--- config.mk ---
export PLATFORM = sky130hd
export DESIGN_NAME = top_level_proc
export DESIGN_NICKNAME = d
export VERILOG_FILES = /design/src/rtl/top_level_proc.sv
export SDC_FILE = /design/constraint.sdc
export NUM_CORES = 1
export LEC_CHECK = 0
export CORE_AREA = 5 5 42 44
export DETAILED_ROUTE_END_ITERATION = 10
export DIE_AREA = 0 0 47 49
export PLACE_DENSITY = 0.67
export REMOVE_ABC_BUFFERS = 1
export SLEW_MARGIN = 10
export SYNTH_ARGS = -nofsm -noshare
export SYNTH_HDL_FRONTEND = slang
export SYNTH_HIERARCHICAL = 1
export SYNTH_SLANG_ARGS = --single-unit
--- constraint.sdc ---
create_clock -name clk -period 2.4 [get_ports clk]
set_input_delay 0.36 -clock clk [delete_from_list [all_inputs] [get_ports clk]]
set_output_delay 0.36 -clock clk [all_outputs]
set_load 0.03 [all_outputs]
--- src/rtl/top_level_proc.sv ---
// Program-3 pattern-count engine: counts 5-bit pattern hits in a 32-byte message held in dm1.
// Optional MEM_LOAD_PORT_EN adds a byte-wide load port usable while idle or done.
module top_level_proc_dm #(
    parameter int DEPTH = 256,
    parameter int AW    = 8
) (
    input  logic          clk,
    input  logic          we,
    input  logic [AW-1:0] waddr,
    input  logic [7:0]    wdata,
    input  logic [AW-1:0] raddr,
    output logic [7:0]    rdata
);
    logic [7:0] core [0:DEPTH-1];

    always_ff @(posedge clk) begin
        if (we) core[waddr] <= wdata;
    end

    assign rdata = core[raddr];
endmodule

module top_level_proc #(
    parameter int MSG_BYTES = 32,
    parameter int PAT_ADDR  = 32,
    parameter int MEM_DEPTH = 256
) (
    input  logic       clk,
    input  logic       reset,
    input  logic       start,
`ifdef MEM_LOAD_PORT_EN
    input  logic       ld_we,
    input  logic [7:0] ld_addr,
    input  logic [7:0] ld_data,
`endif
    output logic       done
);
    localparam int AW = $clog2(MEM_DEPTH);

    typedef enum logic [2:0] {
        S_IDLE, S_PAT, S_SCAN, S_WR33, S_WR34, S_WR35, S_DONE
    } state_t;

    state_t        state_q, state_d;
    logic [AW-1:0] i_q, i_d;
    logic [4:0]    pat_q, pat_d;
    logic [3:0]    prev_q, prev_d;
    logic [7:0]    ctb_q, ctb_d, cto_q, cto_d, cts_q, cts_d;
    logic          done_q, done_d;

    logic          mem_we;
    logic [AW-1:0] mem_waddr, mem_raddr;
    logic [7:0]    mem_wdata, rd_data;

    top_level_proc_dm #(.DEPTH(MEM_DEPTH), .AW(AW)) dm1 (
        .clk   (clk),
        .we    (mem_we),
        .waddr (mem_waddr),
        .wdata (mem_wdata),
        .raddr (mem_raddr),
        .rdata (rd_data)
    );

    // Low nibble of the previous byte followed by the current byte: the crossing windows live here.
    logic [11:0] win;
    logic [3:0]  in_hit, x_hit;
    assign win = {prev_q, rd_data};

    for (genvar gi = 0; gi < 4; gi++) begin : g_match
        assign in_hit[gi] = (rd_data[gi+4:gi] == pat_q);
        assign x_hit[gi]  = (win[gi+8:gi+4] == pat_q);
    end

    function automatic logic [7:0] pop4(input logic [3:0] v);
        return {7'd0, v[0]} + {7'd0, v[1]} + {7'd0, v[2]} + {7'd0, v[3]};
    endfunction

    always_comb begin
        state_d   = state_q;
        i_d       = i_q;
        pat_d     = pat_q;
        prev_d    = prev_q;
        ctb_d     = ctb_q;
        cto_d     = cto_q;
        cts_d     = cts_q;
        mem_we    = 1'b0;
        mem_waddr = '0;
        mem_wdata = '0;
        mem_raddr = i_q;

        case (state_q)
            S_IDLE, S_DONE: begin
                if (start) state_d = S_PAT;
`ifdef MEM_LOAD_PORT_EN
                if (ld_we) begin
                    mem_we    = 1'b1;
                    mem_waddr = AW'(ld_addr);
                    mem_wdata = ld_data;
                end
`endif
            end
            S_PAT: begin
                mem_raddr = AW'(PAT_ADDR);
                pat_d     = rd_data[7:3];
                ctb_d     = '0;
                cto_d     = '0;
                cts_d     = '0;
                prev_d    = '0;
                i_d       = '0;
                state_d   = S_SCAN;
            end
            S_SCAN: begin
                ctb_d  = ctb_q + pop4(in_hit);
                cto_d  = cto_q + {7'd0, |in_hit};
                // Byte 0 has no predecessor, so it contributes no crossing windows.
                cts_d  = cts_q + pop4(in_hit) + ((i_q != '0) ? pop4(x_hit) : 8'd0);
                prev_d = rd_data[3:0];
                i_d    = i_q + 1'b1;
                if (i_q == AW'(MSG_BYTES - 1)) state_d = S_WR33;
            end
            S_WR33: begin
                mem_we    = 1'b1;
                mem_waddr = AW'(PAT_ADDR + 1);
                mem_wdata = ctb_q;
                state_d   = S_WR34;
            end
            S_WR34: begin
                mem_we    = 1'b1;
                mem_waddr = AW'(PAT_ADDR + 2);
                mem_wdata = cto_q;
                state_d   = S_WR35;
            end
            S_WR35: begin
                mem_we    = 1'b1;
                mem_waddr = AW'(PAT_ADDR + 3);
                mem_wdata = cts_q;
                state_d   = S_DONE;
            end
            default: state_d = S_IDLE;
        endcase

        done_d = (state_d == S_DONE);
    end

    always_ff @(posedge clk or negedge reset) begin
        if (!reset) begin
            state_q <= S_IDLE;
            i_q     <= '0;
            pat_q   <= '0;
            prev_q  <= '0;
            ctb_q   <= '0;
            cto_q   <= '0;
            cts_q   <= '0;
            done_q  <= 1'b0;
        end else begin
            state_q <= state_d;
            i_q     <= i_d;
            pat_q   <= pat_d;
            prev_q  <= prev_d;
            ctb_q   <= ctb_d;
            cto_q   <= cto_d;
            cts_q   <= cts_d;
            done_q  <= done_d;
        end
    end

    assign done = done_q;
endmodule

Word-level counts from Yosys, hierarchy flattened
Index checks and enable logic that the tools add are counted.

word-level totals
  output and inout bits = 1
  logic and storage cells = 19
  register bits after elaboration = 12

cells by class
  add/sub/neg operators = 1
  mux-type cells = 4
  reductions and logical operators = 3
  equality and inequality tests = 8

operators by type and width
  cell                                                              number
  3-bit case mux with 6 select lines                                1
  8-bit case mux with 2 select lines                                1
  3-bit == test (second input constant)                             4
  8-bit by 1-bit adder with 8-bit output (second input constant)    1
  8-bit by 5-bit == test with 1-bit output (second input constant)  1
  3-bit by 2-bit == test with 1-bit output (second input constant)  2
  3-bit 2-to-1 mux                                                  2
  3-bit by 1-bit == test with 1-bit output (second input constant)  1
  3-bit logical NOT                                                 1
  2-bit nonzero test                                                1
  2-bit OR reduction                                                1

Depth between registers and ports, before layout
Gate-level depths: netlist (run 1).

  depth after elaboration = 4
  gate-level depth with buffers = 5
  depth with buffers taken out = 4

Worst setup path after synthesis (run 1)
No wires, ideal clock.

  path kind = reg-to-reg
  from = register state_q[0]
  to = register i_q[7]
  buffers on the path = 1
  setup slack = 0.921 ns
  stages on the path, launching flop included = 5
  clock period less this slack = 1.479 ns
  setup time = 0.069 ns
  arrival time = 1.411 ns
  cells stage by stage = dfrtp_1 > buf_6 > or4b_4 > or3_1 > nand3_1

on the way
  cells in the longest elaborated chain, start to end = 2

ends and longest elaborated chain
  element                                                                                                      RTL line  RTL
  start, declared                                                                                              44        state_t state_q, state_d;
  start signal, assigned                                                                                       156       state_q <= state_d;
  3-bit by 2-bit == test with 1-bit output / 3-bit by 1-bit == test with 1-bit output (equally long branches)  --
  8-bit case mux with 2 select lines / 2-bit nonzero test (equally long branches)                              --
  end signal, assigned                                                                                         157       i_q <= i_d;
  end, declared                                                                                                45        logic [AW-1:0] i_q, i_d;

Several ways; a longest one is shown, not always the timed one.
A chain may end at the register's enable or synchronous reset.

Final worst setup path (run 1)
  from = register done_q, in the netlist done
  to = output done

RTL lines
  element                 RTL line  RTL
  start, declared         49        logic done_q, done_d;
  start signal, assigned  163       done_q <= done_d;
  end, declared           36        output logic done

No word-level cell between the ends.

==> results.tsv, run 1 <==
stage	metric	value	unit
outcome	status	complete, no violations	
place	routabilityCongestion	0.757	
synth	synth_area	644	sq um
synth	yosysSeqAreaShare	0.466	
global_route	grt_pass1_wl	1990	um
finish	nets	77	
setup_path	cp-start-kind	register	
route	firstDrtPassIters	4	
die	start_util	0.460	
route	drt_iter0_markers	5	
setup_path	cp_slowest_cell	clkdlybuf4s50_1	
die	io_pins	4	
finish	antenna_cells	0	
global_route	grt_max_degree	13	
global_route	grt_use_met2	0.172	
clock_tree	root_buffer	clkbuf_4	
synth	avgSynthCellArea	9.76	sq um
sta	setup_tns	0	ns
clock_tree	clk_pin_slew	0.07	ns
die	core	1400	sq um
clock_tree	cts_setup_buffers	0	
finish	drive_gt1_frac	0.113	
global_route	grtUsageMet3	0.0332	
finish	layout_common_cells	12 x dfrtp_1, 5 x nand2_1, 5 x nand3_1	
sta	fin_crit	1.62	ns
sta	fin_skew	0.00466	ns
die	rows	14	
worst_hold_path	hold_class	in -> async	
setup_path	worstPathMaxFanout	1	
die	die_area	2300	sq um
global_route	grt_pass1_vias	462	
route	wl_per_cell	13.8	um
global_route	antenna_found_initial	0	
sta	timing.final.ws_setup	0.783	ns
clock_tree	clock_tree.htree_level_count	1	
route	wl	1200	um
finish	syn_to_final_growth	10.5	%
sta	hold_violations	0	
sta	setup_viol	0	
clock_tree	clock_sinks	12	
setup_path	critical_path_required	2.04	ns
die	die_h	49	um
power	total_leakage_power	0.291	nW
job	maxCapViolCount	0	
sta	rsz0062_at_grt	false	
sta	max_freq	0.619	GHz
sta	period_share	0.674	
route	drc	0	
synth	synth_seq_cells	12	
global_route	grt_overflow	0	
sta	drv_slew	0	
place	pre_cts_ws	0.886	ns
sta	tightest_slew	0.553	ns
clock_tree	cts_tree	built	
setup_path	crit_chain	clkdlybuf4s50_1	
setup_path	worstPathArrival	1.26	ns
clock_tree	cts_max_path_buffers	2	
finish	final_common_cell	dfrtp_1	
route	ant_nets	0	
finish	seq_area	300	sq um
synth	synth_cell_types	29	
setup_path	worstSetupEndpointType	output port	
setup_path	slowest_delay	0.66	ns
global_route	grt_use_met1	0.161	
route	vias_per_cell	5.90	
setup_path	critPathBufInv	1	
sta	slew_headroom	0.630	
finish	multi_input_area	309	sq um
finish	fillers	135	
route	vias	513	
setup_path	crit_family	buffers and inverters	
synth	syn_inst	66	
clock_tree	numCtsBuffers	3	
synth	yosysWarnings	6	
setup_path	r2r-start	state_q[2]	
clock_tree	clock_latency	0.27	ns
setup_path	critical_path_class	reg -> out	
clock_tree	cts_resized	0	
global_route	groute.usage.overall	0.122	
power	power.density	1110	nW/um^2
place	numPortBuffers	3	
die	die_w	47	um
power	ir_drop	0.000508	V
setup_path	cp-startpoint	done	
clock_tree	ctsHoldBuffers	0	
global_route	top_usage_layer	met2	
place	dpl.hpwl	893	um
==> synthesized netlist by cell type <==
library cell | n | area share
nor2_1 | 3 | 0.017
inv_1 | 4 | 0.023
a22o_1 | 2 | 0.027
o211ai_1 | 3 | 0.035
o41a_1 | 1 | 0.017
ha_1 | 1 | 0.019
o2bb2ai_1 | 2 | 0.027
o21ai_0 | 4 | 0.031
or2b_1 | 1 | 0.012
or3_1 | 1 | 0.0097
nor3b_1 | 1 | 0.012
a211oi_1 | 2 | 0.023
a21oi_1 | 2 | 0.016
o22ai_1 | 1 | 0.0097
nand2b_1 | 2 | 0.019
or2_2 | 2 | 0.019
dfrtp_1 | 12 | 0.47
nand3_1 | 5 | 0.039
mux2i_1 | 1 | 0.016
xnor2_1 | 2 | 0.027
a31oi_1 | 1 | 0.0097
or4b_4 | 1 | 0.021
a21boi_0 | 1 | 0.012
nand4_1 | 2 | 0.019
clkbuf_1 | 1 | 0.0058
nand2_1 | 5 | 0.029
and2b_1 | 1 | 0.012
buf_2 | 1 | 0.0078
buf_6 | 1 | 0.017
==> logic make-up after synthesis <==
group                      synth area share
DFF                                   0.466
and+or+nand+nor                       0.210
adders and majority gates            0.0194
muxes                                0.0155
AOI/OAI and AO/OA                     0.208
xor gates and xnor gates             0.0272
buffers and inverters                0.0543
==> sequential cells by signal, indices dropped and copies added, names as in the netlist <==
signal   cells
state_q      3
done         1
i_q          8
==> path summary, 6_finish.rpt <==
check	to	slack, ns	depth (start not counted)
min	i_q[5]	0.44	1
min in group clk	i_q[5]	0.51	1
max reg2reg	i_q[7]	0.88	3
min reg2reg	i_q[5]	0.51	1
max	done	0.78	1
max in group asynchronous	i_q[3]	1.59	1
==> area by class of cell <==
| type | count | share of cell area |
|---|---|---|
| multi-input combinational | 47 | 0.434 |
| sequential | 12 | 0.422 |
| timing repair buffer | 5 | 0.0633 |
| clock buffer | 3 | 0.0316 |
| tap | 16 | 0.0281 |
| inverter | 4 | 0.0211 |
==> stage by stage <==
stage          power (mW)  cells   util  instance area (sq um)  hold slack [ns]
3_3_place_gp        0.670     84  0.492                    689            0.496
2_1_floorplan       0.564     63      -                    624           0.0644
5_1_grt             0.857     87  0.508                    712            0.480
4_1_cts             0.795     87  0.508                    712            0.463
3_5_place_dp        0.673     84  0.492                    689            0.498
6_report            0.791     87  0.508                    712            0.440
==> routing by layer <==
layer / part of all wire / vias up
met4: 0.024 / 0
met5: 0 / -
met2: 0.43 / 9
met1: 0.50 / 246
met3: 0.038 / 5
li1: - / 253
==> report_power, final <==
part	internal, mW	leakage, nW	switching, mW
registers	0.258	0.159	0.0860
clock network	0.0581	0.0138	0.0633
logic	0.158	0.118	0.168
total	0.474	0.291	0.317
No activity file was read; power rests on OpenSTA's default activity.
==> run 2: changes to the inputs <==
--- a/config.mk
+++ b/config.mk
@@ -5,10 +5,10 @@
 export SDC_FILE = /design/constraint.sdc
 export NUM_CORES = 1
 export LEC_CHECK = 0
-export CORE_AREA = 5 5 42 44
+export CORE_MARGIN = 5
+export CORE_UTILIZATION = 49
 export DETAILED_ROUTE_END_ITERATION = 10
-export DIE_AREA = 0 0 47 49
-export PLACE_DENSITY = 0.67
+export PLACE_DENSITY = 0.7
 export REMOVE_ABC_BUFFERS = 1
 export SLEW_MARGIN = 10
 export SYNTH_ARGS = -nofsm -noshare
==> constraint.sdc (replaced) <==
create_clock -name clk -period 1.4 [get_ports clk]
set_input_delay 0.21 -clock clk [delete_from_list [all_inputs] [get_ports clk]]
set_output_delay 0.21 -clock clk [all_outputs]
set_load 0.03 [all_outputs]
==> results.tsv, run 2 (synthesized netlist as in run 1, its figures left out) <==
stage	metric	value	unit	change
outcome	status	complete, no violations		
sta	fin_skew	0.00133	ns	-0.00333 ns
power	netSwitchingPower	0.598	mW	+89%
finish	fillers	113		-16%
sta	drv_slew	0		unchanged
place	routabilityCongestion	0.852		+13%
clock_tree	clock_latency	0.27	ns	about the same
route	firstDrtPassIters	4		unchanged
setup_path	cp_slowest_cell	or4b_4		
global_route	grt_overflow	0		unchanged
finish	final_common_cell	dfrtp_1		
sta	timing.final.ws_setup	0.0292	ns	-0.754 ns
setup_path	worstPathArrival	1.58	ns	+0.32 ns
route	vias	569		+11%
global_route	antenna_found_initial	0		unchanged
clock_tree	cts_max_path_buffers	2		unchanged
finish	layout_common_cells	12 x dfrtp_1, 11 x buf_4, 5 x nand2_1, 5 x nand3_1		
setup_path	slowest_delay	0.53	ns	-0.13 ns
power	total_leakage_power	0.354	nW	+22%
die	rows	13		-1
power	p_clk_frac	0.172		+0.019
job	maxCapViolCount	0		unchanged
finish	syn_to_final_growth	25.2	%	
die	start_util	0.508		+0.0481
finish	regMostFlops	i_q		
global_route	grt_max_degree	13		unchanged
die	core	1270	sq um	-9.5%
finish	drive_gt1_frac	0.244		+0.131
finish	nets	87		+13%
power	power.density	1990	nW/um^2	+79%
sta	rsz0062_at_grt	false		
global_route	grt_pass1_wl	2390	um	+20%
finish	seq_area	300	sq um	unchanged
route	wl	1320	um	+10%
route	drc	0		unchanged
power	p_comb_frac	0.513		+0.101
power	swShare	0.373		-0.0277
global_route	grt_pass1_vias	560		+21%
route	ant_nets	0		unchanged
clock_tree	cts_tree	built		
finish	stdcell_area	807	sq um	+13%
die	die_w	46.3	um	-1.6%
route	vias_per_cell	5.87		-0.52%
place	pre_cts_ws	-0.0453	ns	-0.932 ns
place	numPortBuffers	3		unchanged
global_route	groute.usage.overall	0.157		+0.0349
die	io_pins	4		unchanged
clock_tree	clock_tree.htree_level_count	1		unchanged
die	die_h	46.3	um	-5.6%
finish	antenna_cells	0		unchanged
place	dpl_cell_area	756	sq um	+9.6%
route	drt_iter0_markers	11		+6
power	ir_drop	0.000860	V	+69%
die	die_area	2140	sq um	-7.1%
setup_path	cp-start-kind	register		
setup_path	critPathBufInv	0		-1
place	dpl.hpwl	979	um	+9.7%
finish	multi_input_area	314	sq um	+1.6%
power	intPower	1.00	mW	+110%
sta	period_share	0.979		
worst_hold_path	hold_class	in -> async		
sta	tightest_slew	0.302	ns	-0.251 ns
setup_path	critical_path_required	1.61	ns	-0.43 ns
setup_path	worstSetupEndpointType	register		
sta	hold_ws	0.240	ns	-0.200 ns
finish	fin_cells	97		+11%
clock_tree	clock_sinks	12		unchanged
setup_path	worstPathMaxFanout	2		+1
place	place_inst	92		+9.5%
route	wl_per_cell	13.6	um	-1.3%
clock_tree	numCtsBuffers	3		unchanged
sta	fin_crit	1.37	ns	
sta	slew_headroom	0.800		+0.169
power	power_frac_seq	0.315		-0.120
setup_path	critical_path_class	reg -> reg		
clock_tree	root_buffer	clkbuf_4		
sta	setup_tns	0	ns	unchanged
finish	postLayoutCoreUtil	0.636		+0.128
finish	largest_register_ffs	8		unchanged
sta	setup_viol	0		unchanged
power	power	1.60	mW	+100%
sta	max_freq	0.730	GHz	
clock_tree	clk_pin_slew	0.08	ns	about the same
setup_path	crit_chain	or4b_4, or3_1, nand3_1		
clock_tree	ctsHoldBuffers	0		unchanged
sta	hold_violations	0		unchanged
setup_path	crit_family	simple AND/OR/NAND/NOR gates		
## run 2: cell count changes in the layout (fill, tap and decap cells not counted)
cell,change
buf_4,+9
dlygate4sd2_1,+1
a211oi_2,+1
a211oi_1,-1
clkbuf_8,+1
buf_6,+1
clkdlybuf4s50_1,-1
## run 2: area by class of cell
| class | instances | share of cell area |
|---|---|---|
| clock buffers | 4 | 0.0450 |
| inverters | 4 | 0.0186 |
| multi-input cells | 47 | 0.389 |
| flip-flops and latches | 12 | 0.372 |
| well taps | 15 | 0.0233 |
| repair buffers | 15 | 0.152 |
## run 2: worst paths after layout
check / end / cells after the start / slack (ns) / startpoint
setup / recovery: i_q[7] / 3 / 0.03 / state_q[0]
hold / removal: i_q[7] / 2 / 0.24 / reset
setup reg to reg: i_q[7] / 3 / 0.03 / state_q[0]
hold reg to reg: i_q[5] / 1 / 0.53 / i_q[5]
max in group asynchronous: i_q[3] / 2 / 1.00 / reset
min in group clk: i_q[5] / 1 / 0.53 / i_q[5]
## run 2: power by group through the flow
stage	sequential, mW	clock (mW)	combinational, mW
final	0.504	0.275	0.823
after global placement	0.506	0	0.789
after CTS	0.502	0.285	0.797
after floorplan	0.588	0	0.379
after global routing	0.518	0.304	0.921
after detailed placement	0.508	0	0.803
## run 2: timing repair
item | 4_1_cts | 5_1_grt
gates resized for setup | 1 | 2
setup buffers | 0 | 1
endpoints found under the setup margin | 2 | 3
pin swaps | 2 | 0
## run 2: metal layers
| metal | share of wire | vias to the layer above | GRT usage |
|---|---|---|---|
| met5 | 0 | - | 0 |
| met4 | 0.0091 | 0 | 0.0682 |
| met3 | 0.052 | 2 | 0.0430 |
| met2 | 0.50 | 15 | 0.255 |
| met1 | 0.44 | 279 | 0.191 |
| li1 | - | 273 | - |
